`src/rtl/verificador_comparador.sv`:
```
// verificador_comparador
//   Scoreboard-style checker for a K-bit unsigned magnitude comparator.
//   Operands are captured when valid_in is high in IDLE. The expected one-hot
//   result {gt,lt,eq} is computed at capture time. The checker then waits for
//   dut_done, latches {mayor,menor,igual} and scores the result on the
//   following cycle.
//
//   Optional feature (macro CHECKER_TIMEOUT_EN):
//     When defined, the module adds the output timeout_flag and a WAIT-cycle
//     counter. A check that stays in WAIT for TIMEOUT cycles without dut_done
//     is scored as a failure.
//     When undefined, WAIT holds until dut_done or reset.
//
// Ports
//   clk           : clock; all state changes on its rising edge
//   reset_L       : asynchronous reset, active low
//   A_valor       : operand A (K bits)
//   B_valor       : operand B (K bits)
//   valid_in      : operands are valid this cycle
//   mayor         : comparator DUT flag "greater than"
//   menor         : comparator DUT flag "less than"
//   igual         : comparator DUT flag "equal"
//   dut_done      : DUT flags are valid this cycle
//   busy          : a check is in progress
//   check_done    : one-cycle pulse when a check completes
//   pass_count    : checks passed, saturating at 255
//   fail_count    : checks failed, saturating at 255
//   error         : sticky; set on any failure
//   overrun       : sticky; set when valid_in arrives while busy
//   timeout_flag  : sticky; set on a WAIT timeout (CHECKER_TIMEOUT_EN only)

module verificador_comparador #(
  parameter int unsigned K       = 2,
  parameter int unsigned TIMEOUT = 16
) (
  input  logic         clk,
  input  logic         reset_L,
  input  logic [K-1:0] A_valor,
  input  logic [K-1:0] B_valor,
  input  logic         valid_in,
  input  logic         mayor,
  input  logic         menor,
  input  logic         igual,
  input  logic         dut_done,
  output logic         busy,
  output logic         check_done,
  output logic [7:0]   pass_count,
  output logic [7:0]   fail_count,
  output logic         error,
  output logic         overrun
`ifdef CHECKER_TIMEOUT_EN
  ,
  output logic         timeout_flag
`endif
);

  typedef enum logic [1:0] {
    IDLE  = 2'd0,
    WAIT  = 2'd1,
    CHECK = 2'd2
  } state_t;

  state_t     state;

  // The operands themselves are only needed to form the expected result.
  // Storing that 3-bit result at capture time replaces storing A and B.
  logic [2:0] exp_q;    // {gt, lt, eq}
  logic [2:0] flags_q;  // {mayor, menor, igual}

`ifdef CHECKER_TIMEOUT_EN
  localparam int unsigned CW = (TIMEOUT > 1) ? $clog2(TIMEOUT) : 1;
  logic [CW-1:0] wait_cnt;
`endif

  always_ff @(posedge clk or negedge reset_L) begin
    if (!reset_L) begin
      state        <= IDLE;
      busy         <= 1'b0;
      check_done   <= 1'b0;
      pass_count   <= '0;
      fail_count   <= '0;
      error        <= 1'b0;
      overrun      <= 1'b0;
      exp_q        <= '0;
      flags_q      <= '0;
`ifdef CHECKER_TIMEOUT_EN
      wait_cnt     <= '0;
      timeout_flag <= 1'b0;
`endif
    end else begin
      check_done <= 1'b0;

      case (state)
        IDLE: begin
          // dut_done is ignored here, even when it coincides with valid_in.
          if (valid_in) begin
            exp_q <= {A_valor > B_valor, A_valor < B_valor, A_valor == B_valor};
            state <= WAIT;
            busy  <= 1'b1;
`ifdef CHECKER_TIMEOUT_EN
            wait_cnt <= '0;
`endif
          end
        end

        WAIT: begin
          if (valid_in) overrun <= 1'b1;
          if (dut_done) begin
            flags_q <= {mayor, menor, igual};
            state   <= CHECK;
`ifdef CHECKER_TIMEOUT_EN
          end else if (wait_cnt == CW'(TIMEOUT - 1)) begin
            // This is the TIMEOUT-th WAIT edge without dut_done.
            // A dut_done arriving on this same edge takes the branch above.
            if (fail_count != 8'hFF) fail_count <= fail_count + 8'd1;
            error        <= 1'b1;
            timeout_flag <= 1'b1;
            check_done   <= 1'b1;
            state        <= IDLE;
            busy         <= 1'b0;
          end else begin
            wait_cnt <= wait_cnt + CW'(1);
`endif
          end
        end

        CHECK: begin
          if (valid_in) overrun <= 1'b1;
          // An exact match against a one-hot expectation also rejects a
          // DUT result with no flag set or with several flags set.
          if (flags_q == exp_q) begin
            if (pass_count != 8'hFF) pass_count <= pass_count + 8'd1;
          end else begin
            if (fail_count != 8'hFF) fail_count <= fail_count + 8'd1;
            error <= 1'b1;
          end
          check_done <= 1'b1;
          state      <= IDLE;
          busy       <= 1'b0;
        end

        default: begin
          state <= IDLE;
          busy  <= 1'b0;
        end
      endcase
    end
  end

endmodule
```
`config.mk`:
```
export PLATFORM = sky130hd
export DESIGN_NAME = verificador_comparador
export DESIGN_NICKNAME = d
export VERILOG_FILES = /design/src/rtl/verificador_comparador.sv
export SDC_FILE = /design/constraint.sdc
export NUM_CORES = 1
export LEC_CHECK = 0
export ABC_AREA = 1
export BUFFER_PORTS_ARGS = -buffer_cell sky130_fd_sc_hd__buf_2
export CAP_MARGIN = 40
export CORE_MARGIN = 2
export CORE_UTILIZATION = 59
export DETAILED_ROUTE_END_ITERATION = 12
export PLACE_DENSITY = 0.81
export SYNTH_ARGS = -nofsm -noshare
export SYNTH_HDL_FRONTEND = slang
export SYNTH_SLANG_ARGS = --single-unit
```
`constraint.sdc`:
```
create_clock -name clk -period 3.2 [get_ports clk]
set_clock_uncertainty 0.2 [all_clocks]
set_input_delay 0.64 -clock clk [delete_from_list [all_inputs] [get_ports clk]]
set_output_delay 0.64 -clock clk [all_outputs]
set_load 0.05 [all_outputs]
```
# Word level (Yosys, flattened, before mapping)
# Cells that the tools add are included.
[classes]
n_shift = 0
mul = 0
n_reduce_logical = 10
n_div = 0
add_sub_neg = 2
bitwise_logic = 2
magnitude_cmp = 2
eq_ne = 8
n_mux = 6
[ops]
columns = ["op", "n"]
rows = [
  ["$add A8 B1 Y8 const B", 2],
  ["$ne A8 B8 Y1 const B", 2],
  ["$reduce_and A2 Y1", 6],
  ["$reduce_and A3 Y1", 2],
  ["$mux W2", 2],
  ["$ne A2 B2 Y1 const B", 2],
  ["$pmux W2 S2", 1],
  ["$eq A3 B3 Y1", 1],
  ["$eq A2 B1 Y1 const B", 1],
  ["$eq A2 B2 Y1", 1],
  ["$eq A2 B2 Y1 const B", 1],
  ["$gt A2 B2 Y1", 1],
  ["$logic_not A2 Y1", 1],
  ["$lt A2 B2 Y1", 1],
  ["$mux W1", 2],
  ["$not A1 Y1", 2],
  ["$pmux W1 S2", 1],
  ["$reduce_or A2 Y1", 1],
]
[word_totals]
output_inout_bits = 20
latch_bits = 0
ff_bits = 28
word_cells = 39
ram_bits = 0
romBits = 0
n_memories = 0
in_bits = 11

# Depth between registers and ports, before layout
[logic_depth]
ltp_word = 3
mapped_depth = 9
depth_no_buf = 8

# Least setup slack after synthesis
# No wires, ideal clock.
[synth_timing]
kind = "register to register"
start = "register fail_count[1]"
end = "register fail_count[3]"
path_buffers = 0
setup_time_ns = 0.066
period_less_slack_ns = 1.797
t_arrival_ns = 1.531
required_time_ns = 2.934
path_stages_with_launch = 8
setup_slack_ns = 1.403
path_cell_list = "dfrtp_1 -> ha_1 -> nand3_2 -> nor2_4 -> nand2_4 -> nand3_4 -> nand2_1 -> nand2_1"
[synth_via]
elab_chain_cells = 2
elab_cells_between_ends = 3
classes_between = "add/sub: 1; eq/ne: 1; reduce/logical: 1"
[synth_rtl]
columns = ["element", "line", "rtl"]
rows = [
  ["start, declared", "48", "output logic [7:0] fail_count,"],
  ["start signal, assigned", "134", "if (fail_count != 8'hFF) fail_count <= fail_count + 8'd1;"],
  ["branches (longest 2 deep; another with $add A8 B1 Y8)", "n/a", ""],
]
# Several ways; the timed one is not identified.
# A chain may end at the register's enable or synchronous reset.

# Final worst setup path
[layout_timing]
start = "register pass_count[3]"
end = "output port pass_count[3]"
[layout_lines]
columns = ["element", "line", "rtl"]
rows = [
  ["start, declared", "47", "output logic [7:0] pass_count,"],
  ["start signal, assigned", "132", "if (pass_count != 8'hFF) pass_count <= pass_count + 8'd1;"],
]
# No word-level cell between the ends.

==> impl_summary.log <==
[metrics] Synth Flop Type: sky130_fd_sc_hd__dfrtp_1
[metrics] count of hold-fix buffers inserted at cts: 0
[metrics] clock insertion delay at the later pin of the skew report: 0.33 ns
[metrics] final core utilization: 71.9%
[metrics] total global routing track utilization: 21.7%
[metrics] data required time of the worst path: 2.36 ns
[metrics] sum of negative setup slack: 0 ns
[metrics] count of mapped cells out of synthesis: 206
[metrics] fraction of registers with async set/reset: 100%
[metrics] element type at the critical path start: register
[metrics] vias in the first global route: 1366
[metrics] worst setup slack for register-to-register paths: 1.49 ns
[metrics] Max-slew headroom: 59.4%
[metrics] average footprint of a synthesized cell: 7.85 um2
[metrics] number of nets in the finished design: 258
[metrics] post-layout instance area: 1830 um2
[metrics] cell breakdown of the critical path: buf_2
[metrics] most frequent cells in the layout: sky130_fd_sc_hd__nand2_1, sky130_fd_sc_hd__buf_2, sky130_fd_sc_hd__dfrtp_1
[metrics] switching power as a share of total power: 48.9%
[metrics] cell-internal power: 0.718 mW
[metrics] start of the worst register-to-register path: state[0]
[metrics] area of the die: 3180 um2
[metrics] pin count of the biggest net entering global routing: 29
[metrics] routed wirelength normalized by instance count: 11.6 um
[metrics] height of the chip: 56.4 um
[metrics] Remaining Overflow, GRT: 0
[metrics] Final Cycle Share: 62.8%
[metrics] path length in cells of the critical path: 1
[metrics] count of flip-flops with a built-in enable after synthesis: 0
[metrics] slew at the pin with the worst max-slew slack: 0.608 ns
[metrics] routability cong.: 0.803
[metrics] crit path max-delay cell type: sky130_fd_sc_hd__dfrtp_1
[metrics] kind of critical path: reg -> out
[metrics] total vias in the final route: 1419
[metrics] die width: 56.4 um
[metrics] cell family contributing the most delay on the critical path: flip-flops
[metrics] fraction of final layout cells sized beyond drive strength 1: 19.3%
[metrics] P&R area growth vs syn: 13.1%
[metrics] first-pass GRT wire length: 5600 um
[metrics] Num CTS Buffers: 3
[metrics] data arrival time of the critical path: 1.17 ns
[metrics] detailed-route wire length: 3110 um
[metrics] warnings from Yosys: 0
[metrics] launching element of the worst setup path: pass_count[3]
[metrics] Slew Limit Fails: 0
[metrics] min Tclk post-route: 2.01 ns
[metrics] r2r endpoint: pass_count[4]
[metrics] via density per instance: 5.29
[metrics] CTS tree: done
[metrics] termination of the worst setup path: pass_count[3]
[metrics] Max Fanout on Critical Path: 7
[metrics] power spent charging and discharging nets: 0.688 mW
[metrics] number of gates resized after CTS: 0
[metrics] Fmax: 498 MHz
[metrics] initial standard-cell utilization of the core: 63.6%
[metrics] number of fill cells: 201
[metrics] Worst R2R Path Depth: 5
[metrics] count of antenna diodes in the layout: 0
[metrics] static leakage: 1.06 nW
[metrics] ports placed on the boundary: 31
[metrics] Unique masters post-synth: 25
[metrics] total nets after synthesis: 225
[metrics] Combinational Power Share: 48.5%
[metrics] clock network fraction of design power: 12.7%
[metrics] pwr/cell area: 769 nW/um2
[metrics] router iterations before antenna repair: 5
[metrics] fraction of power consumed by sequential logic: 38.8%
[metrics] Synth Cell Area: 1620 um2
[metrics] post-synthesis sequential area ratio: 43.3%
[metrics] Worst-path clk slew: 0.16 ns
[metrics] remaining antenna violation count after routing: 0
[metrics] setup fix buffers added after clock tree synthesis: 0
[metrics] RSZ-0062 raised after global routing: false
[metrics] Setup Viol. Count Final: 0
[metrics] Num Clock Sinks: 28
[metrics] Port-buffer cells: 30
[metrics] max-cap violations: 0
[metrics] Final Hold Slack: 0.0846 ns
[metrics] 1st-iter DRT viols: 49
[metrics] area post-placement: 1790 um2
[metrics] DRC Markers: 0
[metrics] most common library cell in the layout ignoring fill and taps: sky130_fd_sc_hd__nand2_1
[metrics] HPWL after detailed placement: 2360 um
[metrics] maximum clock insertion buffer count: 2
[metrics] Critical Path Max Stage Delay: 0.52 ns
[metrics] root buffer selected by CTS: sky130_fd_sc_hd__clkbuf_4
[metrics] path class of the lowest-slack min-delay path: in -> async
[metrics] status: finished, final reports clean
[metrics] initial antenna violation count: 0
[metrics] FP Rows: 18
[metrics] Max IR drop VDD: 0.611 mV
[metrics] number of hold violations in the final report: 0
[metrics] deepest level of the CTS H-tree: 1
[metrics] crit path buf inv count: 1
[metrics] Crit. End Element: output pin
[metrics] placeable core region: 2540 um2
[metrics] number of synthesized register bits: 28
power groups by stage:
| stage | sequential [mW] | combinational, mW | clock, mW |
|---|---|---|---|
| 2_1_floorplan | 0.708 | 0.371 | 0 |
| 5_1_grt | 0.559 | 0.757 | 0.194 |
| 3_5_place_dp | 0.551 | 0.687 | 0 |
| 6_report | 0.546 | 0.682 | 0.179 |
| 4_1_cts | 0.543 | 0.690 | 0.181 |
| 3_3_place_gp | 0.541 | 0.662 | 0 |
per-layer routing:
layer	global-route usage [%]	up-vias	share of wire [%]	wire [um]
met5	0	-	0	0
met4	9.18	0	1.7	52
met3	2.07	7	3.9	120
met2	37.6	45	49	1520
met1	27.6	650	46	1420
li1	-	717	-	-
registers in the layout (all words and copies together) (netlist names):
signal      cells
fail_count      8
busy            1
error           1
check_done      1
flags_q         3
exp_q           3
overrun         1
state           2
pass_count      8
worst min-delay path by stage:
stage,cells past startpoint,to
6_report,1,pass_count[7]
3_3_place_gp,1,error
5_1_grt,1,fail_count[5]
2_1_floorplan,0,busy
4_1_cts,1,pass_count[7]
3_5_place_dp,1,overrun
Yosys cell counts (2+ instances only):
library cell / count / share of area [%]
sky130_fd_sc_hd__inv_2: 2 / 0.46
sky130_fd_sc_hd__nor2_1: 12 / 2.8
sky130_fd_sc_hd__xor2_1: 3 / 1.6
sky130_fd_sc_hd__a21o_1: 2 / 0.93
sky130_fd_sc_hd__xnor2_1: 3 / 1.6
sky130_fd_sc_hd__inv_1: 26 / 6.0
sky130_fd_sc_hd__nand4_1: 10 / 3.9
sky130_fd_sc_hd__o21ai_0: 4 / 1.2
sky130_fd_sc_hd__a21oi_1: 8 / 2.5
sky130_fd_sc_hd__dfrtp_1: 28 / 43
sky130_fd_sc_hd__nand3_1: 12 / 3.7
sky130_fd_sc_hd__nor2_4: 2 / 1.4
sky130_fd_sc_hd__ha_1: 8 / 6.2
sky130_fd_sc_hd__nand3_2: 3 / 1.9
sky130_fd_sc_hd__nand2_1: 73 / 17
kinds of logic (layout without fill, tap and decap cells):
kind of cell / count (synthesis) / count (layout) / share of synthesized area [%]
AO/OA/AOI/OAI: 17 / 17 / 6.03
XOR/XNOR: 6 / 6 / 3.25
adder cells (fa/ha/maj): 8 / 8 / 6.19
buffers and inverters: 31 / 63 / 7.73
flip-flops: 28 / 28 / 43.3
AND/OR/NAND/NOR: 116 / 116 / 33.5
area by class of cell:
class / count / area [um2] / share of cell area [%]
inverters: 28 / 105 / 5.75
well taps: 30 / 37.5 / 2.05
flip-flops and latches: 28 / 701 / 38.3
clock buffers: 4 / 36.3 / 1.98
repair buffers: 31 / 158 / 8.62
multi-input cells: 147 / 792 / 43.3
per-stage QoR:
step | std cells | worst slack (ns) | power [mW]
6_report | 268 | 1.19 | 1.41
5_1_grt | 268 | 1.14 | 1.51
3_3_place_gp | 264 | 1.57 | 1.20
4_1_cts | 268 | 1.20 | 1.41
3_5_place_dp | 264 | 1.53 | 1.24
2_1_floorplan | 206 | 1.40 | 1.08
Note: power is estimated with default switching activity, not from simulation.
